===== src/rtl/riscv_core_lsu_if.sv =====
// Load/store unit signal bundle: pipeline-side request/response plus the data bus.
// The LSU takes the slave view; the core/bus environment takes the master view.
interface riscv_core_lsu_if #(
    parameter int XLEN = 32
);
    logic            i_lsu_valid;
    logic            i_lsu_we;
    logic [1:0]      i_lsu_r_w_size;
    logic            i_lsu_su_extend;
    logic [XLEN-1:0] i_lsu_addr;
    logic [XLEN-1:0] i_lsu_wdata;
    logic            o_lsu_stall;
    logic            o_lsu_done;
    logic [XLEN-1:0] o_lsu_rdata;
    logic [1:0]      o_lsu_r_w_size;
    logic            o_lsu_su_extend;

    logic            o_dbus_req;
    logic            o_dbus_we;
    logic [XLEN-1:0] o_dbus_addr;
    logic [3:0]      o_dbus_be;
    logic [XLEN-1:0] o_dbus_wdata;
    logic            i_dbus_gnt;
    logic            i_dbus_rvalid;
    logic [XLEN-1:0] i_dbus_rdata;

    modport slave (
        input  i_lsu_valid, i_lsu_we, i_lsu_r_w_size, i_lsu_su_extend, i_lsu_addr, i_lsu_wdata,
        output o_lsu_stall, o_lsu_done, o_lsu_rdata, o_lsu_r_w_size, o_lsu_su_extend,
        output o_dbus_req, o_dbus_we, o_dbus_addr, o_dbus_be, o_dbus_wdata,
        input  i_dbus_gnt, i_dbus_rvalid, i_dbus_rdata
    );

    modport master (
        output i_lsu_valid, i_lsu_we, i_lsu_r_w_size, i_lsu_su_extend, i_lsu_addr, i_lsu_wdata,
        input  o_lsu_stall, o_lsu_done, o_lsu_rdata, o_lsu_r_w_size, o_lsu_su_extend,
        input  o_dbus_req, o_dbus_we, o_dbus_addr, o_dbus_be, o_dbus_wdata,
        output i_dbus_gnt, i_dbus_rvalid, i_dbus_rdata
    );
endinterface


===== src/rtl/riscv_core_lsu.sv =====
// MEM-stage load/store unit: turns one byte/half/word access into one or two
// word-aligned bus beats, merging misaligned load data back into a right-aligned result.
module riscv_core_lsu #(
    parameter int XLEN = 32
) (
    input  logic            i_clk,
    input  logic            i_rst_n,
    riscv_core_lsu_if.slave lsu
);

    typedef enum logic [2:0] {
        S_IDLE,
        S_REQ1,
        S_WAIT1,
        S_REQ2,
        S_WAIT2,
        S_DONE
    } state_t;

    state_t          state_q, state_d;
    logic            we_q, we_d;
    logic [1:0]      size_q, size_d;
    logic            su_q, su_d;
    logic [XLEN-1:0] addr_q, addr_d;
    logic [XLEN-1:0] wdata_q, wdata_d;
    logic [XLEN-1:0] rdata_q, rdata_d;

    logic [1:0]      off;
    logic [3:0]      mask;
    logic            split;
    logic [4:0]      sh_lo;
    logic [5:0]      sh_hi;
    logic [7:0]      be_wide;
    logic [3:0]      be_lo;
    logic [3:0]      be_hi;
    logic [XLEN-1:0] word_addr;

    logic            stall_c;
    logic            done_c;
    logic            req_c;
    logic            bus_we_c;
    logic [XLEN-1:0] bus_addr_c;
    logic [3:0]      bus_be_c;
    logic [XLEN-1:0] bus_wdata_c;

    // Lane geometry of the registered request; size 11 behaves as a word.
    always_comb begin
        off = addr_q[1:0];
        case (size_q)
            2'b00:   mask = 4'b0001;
            2'b01:   mask = 4'b0011;
            default: mask = 4'b1111;
        endcase
        split     = ((size_q == 2'b01) && (off == 2'b11)) || (size_q[1] && (off != 2'b00));
        sh_lo     = {off, 3'b000};
        sh_hi     = 6'd32 - {1'b0, off, 3'b000};
        be_wide   = {4'b0000, mask} << off;
        be_lo     = be_wide[3:0];
        be_hi     = mask >> (3'd4 - {1'b0, off});
        word_addr = {addr_q[XLEN-1:2], 2'b00};
    end

    always_comb begin
        state_d     = state_q;
        we_d        = we_q;
        size_d      = size_q;
        su_d        = su_q;
        addr_d      = addr_q;
        wdata_d     = wdata_q;
        rdata_d     = rdata_q;
        stall_c     = 1'b0;
        done_c      = 1'b0;
        req_c       = 1'b0;
        bus_we_c    = 1'b0;
        bus_addr_c  = '0;
        bus_be_c    = 4'b0000;
        bus_wdata_c = '0;

        case (state_q)
            S_IDLE: begin
                stall_c = lsu.i_lsu_valid;
                if (lsu.i_lsu_valid) begin
                    we_d    = lsu.i_lsu_we;
                    size_d  = lsu.i_lsu_r_w_size;
                    su_d    = lsu.i_lsu_su_extend;
                    addr_d  = lsu.i_lsu_addr;
                    wdata_d = lsu.i_lsu_wdata;
                    state_d = S_REQ1;
                end
            end
            S_REQ1: begin
                stall_c     = 1'b1;
                req_c       = 1'b1;
                bus_we_c    = we_q;
                bus_addr_c  = word_addr;
                bus_be_c    = be_lo;
                bus_wdata_c = wdata_q << sh_lo;
                if (lsu.i_dbus_gnt) begin
                    state_d = S_WAIT1;
                end
            end
            S_WAIT1: begin
                stall_c = 1'b1;
                if (lsu.i_dbus_rvalid) begin
                    if (!we_q) begin
                        rdata_d = lsu.i_dbus_rdata >> sh_lo;
                    end
                    state_d = split ? S_REQ2 : S_DONE;
                end
            end
            S_REQ2: begin
                stall_c     = 1'b1;
                req_c       = 1'b1;
                bus_we_c    = we_q;
                bus_addr_c  = word_addr + 32'd4;
                bus_be_c    = be_hi;
                bus_wdata_c = wdata_q >> sh_hi;
                if (lsu.i_dbus_gnt) begin
                    state_d = S_WAIT2;
                end
            end
            S_WAIT2: begin
                stall_c = 1'b1;
                // Upper bytes of a misaligned access come from the low lanes of the second word.
                if (lsu.i_dbus_rvalid) begin
                    if (!we_q) begin
                        rdata_d = rdata_q | (lsu.i_dbus_rdata << sh_hi);
                    end
                    state_d = S_DONE;
                end
            end
            S_DONE: begin
                done_c  = 1'b1;
                state_d = S_IDLE;
            end
            default: begin
                state_d = S_IDLE;
            end
        endcase
    end

    always_ff @(posedge i_clk or negedge i_rst_n) begin
        if (!i_rst_n) begin
            state_q <= S_IDLE;
            we_q    <= 1'b0;
            size_q  <= 2'b00;
            su_q    <= 1'b0;
            addr_q  <= '0;
            wdata_q <= '0;
            rdata_q <= '0;
        end else begin
            state_q <= state_d;
            we_q    <= we_d;
            size_q  <= size_d;
            su_q    <= su_d;
            addr_q  <= addr_d;
            wdata_q <= wdata_d;
            rdata_q <= rdata_d;
        end
    end

    // Stall depends on the live valid in IDLE, so it is masked while reset is held.
    assign lsu.o_lsu_stall     = i_rst_n & stall_c;
    assign lsu.o_lsu_done      = done_c;
    assign lsu.o_lsu_rdata     = rdata_q;
    assign lsu.o_lsu_r_w_size  = size_q;
    assign lsu.o_lsu_su_extend = su_q;
    assign lsu.o_dbus_req      = req_c;
    assign lsu.o_dbus_we       = bus_we_c;
    assign lsu.o_dbus_addr     = bus_addr_c;
    assign lsu.o_dbus_be       = bus_be_c;
    assign lsu.o_dbus_wdata    = bus_wdata_c;

endmodule


===== src/flat_wrapper.sv =====
// flat-port wrapper written by rule: the top's interface ports become plain ports
module riscv_core_lsu_flat 
#(
    parameter int XLEN = 32
)
  (i_clk, i_rst_n, lsu_i_lsu_valid, lsu_i_lsu_we, lsu_i_lsu_r_w_size, lsu_i_lsu_su_extend, lsu_i_lsu_addr, lsu_i_lsu_wdata, lsu_o_lsu_stall, lsu_o_lsu_done, lsu_o_lsu_rdata, lsu_o_lsu_r_w_size, lsu_o_lsu_su_extend, lsu_o_dbus_req, lsu_o_dbus_we, lsu_o_dbus_addr, lsu_o_dbus_be, lsu_o_dbus_wdata, lsu_i_dbus_gnt, lsu_i_dbus_rvalid, lsu_i_dbus_rdata);
  riscv_core_lsu_if #(.XLEN(XLEN)) lsu_i ();
  input  logic i_clk;
  input  logic i_rst_n;
  input wire logic [$bits(lsu_i.i_lsu_valid)-1:0] lsu_i_lsu_valid;
  input wire logic [$bits(lsu_i.i_lsu_we)-1:0] lsu_i_lsu_we;
  input wire logic [$bits(lsu_i.i_lsu_r_w_size)-1:0] lsu_i_lsu_r_w_size;
  input wire logic [$bits(lsu_i.i_lsu_su_extend)-1:0] lsu_i_lsu_su_extend;
  input wire logic [$bits(lsu_i.i_lsu_addr)-1:0] lsu_i_lsu_addr;
  input wire logic [$bits(lsu_i.i_lsu_wdata)-1:0] lsu_i_lsu_wdata;
  output wire logic [$bits(lsu_i.o_lsu_stall)-1:0] lsu_o_lsu_stall;
  output wire logic [$bits(lsu_i.o_lsu_done)-1:0] lsu_o_lsu_done;
  output wire logic [$bits(lsu_i.o_lsu_rdata)-1:0] lsu_o_lsu_rdata;
  output wire logic [$bits(lsu_i.o_lsu_r_w_size)-1:0] lsu_o_lsu_r_w_size;
  output wire logic [$bits(lsu_i.o_lsu_su_extend)-1:0] lsu_o_lsu_su_extend;
  output wire logic [$bits(lsu_i.o_dbus_req)-1:0] lsu_o_dbus_req;
  output wire logic [$bits(lsu_i.o_dbus_we)-1:0] lsu_o_dbus_we;
  output wire logic [$bits(lsu_i.o_dbus_addr)-1:0] lsu_o_dbus_addr;
  output wire logic [$bits(lsu_i.o_dbus_be)-1:0] lsu_o_dbus_be;
  output wire logic [$bits(lsu_i.o_dbus_wdata)-1:0] lsu_o_dbus_wdata;
  input wire logic [$bits(lsu_i.i_dbus_gnt)-1:0] lsu_i_dbus_gnt;
  input wire logic [$bits(lsu_i.i_dbus_rvalid)-1:0] lsu_i_dbus_rvalid;
  input wire logic [$bits(lsu_i.i_dbus_rdata)-1:0] lsu_i_dbus_rdata;
  assign lsu_i.i_lsu_valid = lsu_i_lsu_valid;
  assign lsu_i.i_lsu_we = lsu_i_lsu_we;
  assign lsu_i.i_lsu_r_w_size = lsu_i_lsu_r_w_size;
  assign lsu_i.i_lsu_su_extend = lsu_i_lsu_su_extend;
  assign lsu_i.i_lsu_addr = lsu_i_lsu_addr;
  assign lsu_i.i_lsu_wdata = lsu_i_lsu_wdata;
  assign lsu_o_lsu_stall = lsu_i.o_lsu_stall;
  assign lsu_o_lsu_done = lsu_i.o_lsu_done;
  assign lsu_o_lsu_rdata = lsu_i.o_lsu_rdata;
  assign lsu_o_lsu_r_w_size = lsu_i.o_lsu_r_w_size;
  assign lsu_o_lsu_su_extend = lsu_i.o_lsu_su_extend;
  assign lsu_o_dbus_req = lsu_i.o_dbus_req;
  assign lsu_o_dbus_we = lsu_i.o_dbus_we;
  assign lsu_o_dbus_addr = lsu_i.o_dbus_addr;
  assign lsu_o_dbus_be = lsu_i.o_dbus_be;
  assign lsu_o_dbus_wdata = lsu_i.o_dbus_wdata;
  assign lsu_i.i_dbus_gnt = lsu_i_dbus_gnt;
  assign lsu_i.i_dbus_rvalid = lsu_i_dbus_rvalid;
  assign lsu_i.i_dbus_rdata = lsu_i_dbus_rdata;
  riscv_core_lsu #(.XLEN(XLEN)) u_core (.i_clk(i_clk), .i_rst_n(i_rst_n), .lsu(lsu_i));
endmodule

===== config.mk =====
export PLATFORM = sky130hd
export DESIGN_NAME = riscv_core_lsu_flat
export DESIGN_NICKNAME = d
export VERILOG_FILES = /design/src/rtl/riscv_core_lsu_if.sv /design/src/rtl/riscv_core_lsu.sv /design/src/flat_wrapper.sv
export SDC_FILE = /design/constraint.sdc
export NUM_CORES = 1
export LEC_CHECK = 0
export ABC_CLOCK_PERIOD_IN_PS = 3400
export BUFFER_PORTS_ARGS = -buffer_cell sky130_fd_sc_hd__buf_2
export CAP_MARGIN = 20
export CORE_ASPECT_RATIO = 0.9
export CORE_MARGIN = 3
export CORE_UTILIZATION = 30
export CTS_CLUSTER_DIAMETER = 80
export CTS_CLUSTER_SIZE = 28
export DETAILED_ROUTE_END_ITERATION = 10
export GPL_TIMING_DRIVEN = 0
export SETUP_SLACK_MARGIN = 0.15
export SYNTH_ARGS = -nofsm -noshare
export SYNTH_HDL_FRONTEND = slang
export SYNTH_SLANG_ARGS = --single-unit
export TNS_END_PERCENT = 1

===== constraint.sdc =====
create_clock -name i_clk -period 3.4 [get_ports i_clk]
set_input_delay 0.34 -clock i_clk [delete_from_list [all_inputs] [get_ports i_clk]]
set_output_delay 0.34 -clock i_clk [all_outputs]
set_load 0.03 [all_outputs]

**Yosys cells after proc, flatten, opt, wreduce, memory -nomap -nowiden**

Index checks and enable logic that the tools add are counted.

- Flip-flop bits (word level): 103
- Input port bits: 105
- Output and inout port bits: 107

- Add/sub/neg operators: 3
- Eq/ne operators: 14
- Shift-type cells: 6
- Multiplexer cells: 20
- Bitwise gates (word level): 2
- Reductions and logical operators: 12

Operators with widths:

| kind | count |
|---|---|
| $pmux W32 S2 | 3 |
| $mux W32 | 4 |
| $add A32 B3 Y32 const B | 1 |
| $or A32 B32 Y32 | 1 |
| $shl A32 B5 Y32 | 1 |
| $shl A32 B6 Y32 | 1 |
| $shr A32 B5 Y32 | 1 |
| $shr A32 B6 Y32 | 1 |
| $mux W3 | 6 |
| $pmux W4 S2 | 2 |
| $pmux W3 S5 | 1 |
| $ne A2 B2 Y1 const B | 7 |
| $reduce_and A5 Y1 | 2 |
| $eq A3 B2 Y1 const B | 2 |
| $eq A3 B3 Y1 const B | 2 |
| $sub A6 B5 Y6 const A | 1 |
| $reduce_bool A2 Y1 | 2 |
| $reduce_or A4 Y1 | 1 |
| $shl A4 B2 Y4 | 1 |
| $shr A4 B3 Y4 | 1 |
| $eq A3 B1 Y1 const B | 1 |
| $logic_not A3 Y1 | 1 |
| $mux W1 | 3 |
| $sub A3 B2 Y3 const A | 1 |
| other kinds (9) | 10 |

**Logic depth before layout (Yosys ltp)**

- Depth in word-level cells: 6
- Mapped depth: 12

**Worst setup path after synthesis**

No wires, ideal clock.

- Kind: register -> output
- From: register u_core.addr_q[0]
- To: output port lsu_o_dbus_wdata[1]
- Arrival time: 3344 ps
- Required time: 3060 ps
- Setup slack: -284 ps
- Cell stages (with the launch flop): 11
- Buffers on the path: 6
- Cells stage by stage: dfrtp_1 > clkbuf_1 > clkbuf_1 > clkinv_1 > clkbuf_1 > ha_1 > clkbuf_1 > buf_1 > clkbuf_1 > a211oi_1 > nor3_1

- Word-level cells in the longest chain between the ends: 3
- Elaborated cells on any way between the ends: 4
- Those cells by class: add/sub: 1; shift: 2; mux: 1

Ends and longest elaborated chain:

| item | line | source |
|---|---|---|
| from (decl) | riscv_core_lsu.sv:24 | `logic [XLEN-1:0] addr_q, addr_d;` |
| from (signal assigned) | riscv_core_lsu.sv:156 | `addr_q <= addr_d;` |
| $sub A6 B5 Y6 | riscv_core_lsu.sv:56 | `sh_hi = 6'd32 - {1'b0, off, 3'b000};` |
| $shr A32 B6 Y32 | riscv_core_lsu.sv:117 | `bus_wdata_c = wdata_q >> sh_hi;` |
| $pmux W32 S2 (*) | riscv_core_lsu.sv:79 | `case (state_q)` |
| to (decl) | flat_wrapper.sv:25 | `output wire logic [$bits(lsu_i.o_dbus_wdata)-1:0] lsu_o_dbus_wdata;` |

Mark *: on every way between the ends. The rest lies on a longest branch, timed or not.

**Worst setup path after layout**

- From: register u_core.addr_q[0]
- To: output port lsu_o_dbus_wdata[21]

Same word-level chain as after synthesis.

==> flow_summary.ini <==
[outcome]
status = complete, no violations

[synthesis]
synth_top_area_share_pct = 36.1
synth_area_leaders = dfrtp_1, mux2_2, mux2i_1, a21oi_1, nor2_1
yosysWarnings = 0
synthArstFlopShare_pct = 100
ys_seq_elements = 103
syn-instance-count = 788
synth_edf_count = 0
yosys.area.top_type = dfrtp_1
syn_avg_cell_area_sq_um = 9.07
yosysSeqAreaShare_pct = 36.1
syn_area_sq_um = 7140
ys_types = 58
ys.flop_type = dfrtp_1

[clock_network]
cts_tree = done
cts_max_level = 3
clk_latency_ns = 0.37
clk_pin_slew_ns = 0.09
ctsLongestPathBuffers = 2
numCtsBuffers = 9
clock_sinks = 103
root_buffer = clkbuf_16

[detailed_routing]
wl_met1_mm = 12.8
wl_per_cell_um = 21.0
first_pass_iters = 6
vias_per_cell = 5.60
route.met3.wl_mm = 1.92
routed-wl-met2_mm = 12.3
postRouteAntennaNets = 0
via_count = 7366
drt_iter0_drc = 569
drc = 0
wirelength_mm = 27.6
maxUsedRoutingLayer = met4

[timing]
setup_slack_ns = 0.212
fin_crit_ns = 3.19
rsz0062_at_grt = yes
slew_viol_final = 0
tightest_slew_ns = 0.997
hold_viol = 0
finalClockSkew_ns = 0.0126
fin_setup_tns_ns = 0
fin_crit_sh_pct = 93.8
setup_viol = 0
fmax_mhz = 314
slew_headroom_pct = 33.6

[critical_path]
crit_fanout = 10
slowest_stage = or2_2
critical_path_buf_inv_count = 6
critPathMostFrequentCell = buf_6
critical_path_class = register to output port
crit_family = buffers and inverters
path_cells = buf_6 -> buf_8 -> clkinv_4 -> buf_6 -> ha_2 -> nand4bb_1 -> clkbuf_4 -> or2_2 -> o22ai_1 -> buf_2
cp.required_ns = 3.06
cp.arrival_ns = 2.85
critPathLaunchType = register
cp_slowest_stage_delay_ns = 0.41
setup.worst_path.end_class = output port

[placement]
portBuffers = 209
pre_cts_ws_ns = -1.46
dp_hpwl_mm = 20.6
place_congestion = 0.886
dp_cells = 1297

[final_layout]
area_growth_pct = 28.3
final_nets = 1120
finalNonFillerCells = 1315
drive_gt1_share_pct = 35.8
layout_common_cells = buf_2, a21oi_1, dfrtp_1
final_common_cell = buf_2

[grt]
grt_max_degree = 55
track_usage_pct = 21.1
grt_overflow_total = 0
grt_first_pass_wirelength_mm = 42.7
grt_pass1_vias = 7130
antenna_found_initial = 1

[floorplan]
die_height_um = 152
io_pins = 212
num_rows = 52
dieArea_sq_um = 25700
initial_core_util_pct = 31.1
die_w_um = 169
core_area_sq_um = 23000

[power_and_ir_drop]
max-vdd-ir-drop_v = 0.000560
powerDensity_nw_per_um2 = 1140
leakagePower_nw = 4.04

[worst_hold_path]
hp-class = primary input to register

[flow_run]
max_cap_violations = 0
final timing paths:
path                                           startpoint                    endpoint  slack [ns]  cells past startpoint
worst min register to register  u_core.lsu.o_lsu_rdata[0]   u_core.lsu.o_lsu_rdata[0]        0.49                      1
worst max register to register           u_core.addr_q[0]   u_core.lsu.o_lsu_rdata[9]        0.77                     11
worst max-delay path                     u_core.addr_q[0]        lsu_o_dbus_wdata[21]        0.21                     10
worst min-delay path                    lsu_i_lsu_addr[6]            u_core.addr_q[6]        0.17                      3
min in group asynchronous                         i_rst_n  u_core.lsu.o_lsu_rdata[10]        0.51                      2
max in group asynchronous                         i_rst_n          u_core.wdata_q[12]        2.23                      3
synth_stat cells, types with 4 or more instances:
master,number
a211oi_1,11
a21oi_1,108
a2bb2oi_1,10
a31o_2,4
a32o_1,7
and2_1,5
and3_1,9
buf_1,10
buf_2,15
clkbuf_1,41
dfrtp_1,103
inv_1,18
mux2_2,72
mux2i_1,74
nand2_1,50
nand2b_1,6
nand3_1,18
nor2_1,53
nor2b_1,6
nor3_1,11
nor4_1,4
o21ai_0,28
o221ai_1,8
o22a_1,6
o22ai_1,17
o2bb2ai_1,7
o31ai_1,11
or3_1,12
or4_1,16
xnor2_1,10
xor2_1,4
final cells by class:
class	instances	area (sq um)
antenna	1	2.50
buffer	67	394
clock buffer	9	225
clock inverter	7	83.8
fill	2389	13800
inverter	19	76.3
multi-input combinational	599	4310
sequential	103	2580
tap	297	372
timing repair buffer	213	1130
through the flow:
stage | util [%] | total power, mW | instance area, sq um | hold slack, ns
2_1_floorplan | - | 6.96 | 7200 | 0.0444
6_report | 39.9 | 10.5 | 9170 | 0.170
5_1_grt | 39.9 | 11.1 | 9170 | 0.179
4_1_cts | 39.7 | 10.4 | 9110 | 0.161
3_5_place_dp | 37.7 | 8.97 | 8660 | 0.341
3_3_place_gp | 37.5 | 8.89 | 8620 | 0.470
worst reg2reg max path, delay by kind of cell, from the launching register on:
family,cells,cell delay [ns]
and+or+nand+nor,1,0.07
AOI/OAI and AO/OA,3,0.63
buffers and inverters,6,1.11
DFF,1,0.37
adders and majority gates,1,0.32
timing repair:
| item | CTS | global route |
|---|---|---|
| buffers inserted | 0 | 1 |
| pin swaps | 1 | 1 |
| gates resized for setup | 53 | 20 |
| hold endpoints to repair | 49 | 0 |
| endpoints found under the setup margin | 68 | 37 |
| hold buffers | 1 | 0 |
power by group:
part | total, mW | switching, mW | internal (mW)
clock | 1.14 | 0.554 | 0.591
sequential | 2.55 | 0.713 | 1.84
combinational | 6.79 | 4.28 | 2.50
cell families (layout without fill, tap and decap cells):
logic type,count (synthesis),after routing,share of synthesized area (%)
adder cells (fa/ha/maj),4,4,0.666
AO/OA/AOI/OAI,225,225,19.6
XOR/XNOR,14,14,1.72
multiplexers,146,146,21.7
flip-flops,103,103,36.1
buffers and inverters,87,315,4.94
AND/OR/NAND/NOR,208,208,15.3
other,1,3,0.0525
sequential cells by signal, indices dropped and copies added (netlist names):
signal                      count
u_core.we_q                     1
u_core.lsu.o_lsu_su_extend      1
u_core.lsu.o_lsu_rdata         32
u_core.state_q                  3
u_core.addr_q                  32
u_core.wdata_q                 32
u_core.lsu.o_lsu_r_w_size       2
metal layers:
metal | GRT usage [%] | up-vias
met3 | 4.25 | 34
met1 | 31.0 | 3633
met4 | 5.69 | 0
li1 | - | 3374
met2 | 31.4 | 325
met5 | 0 | -
(Power assumes the default switching activity.)
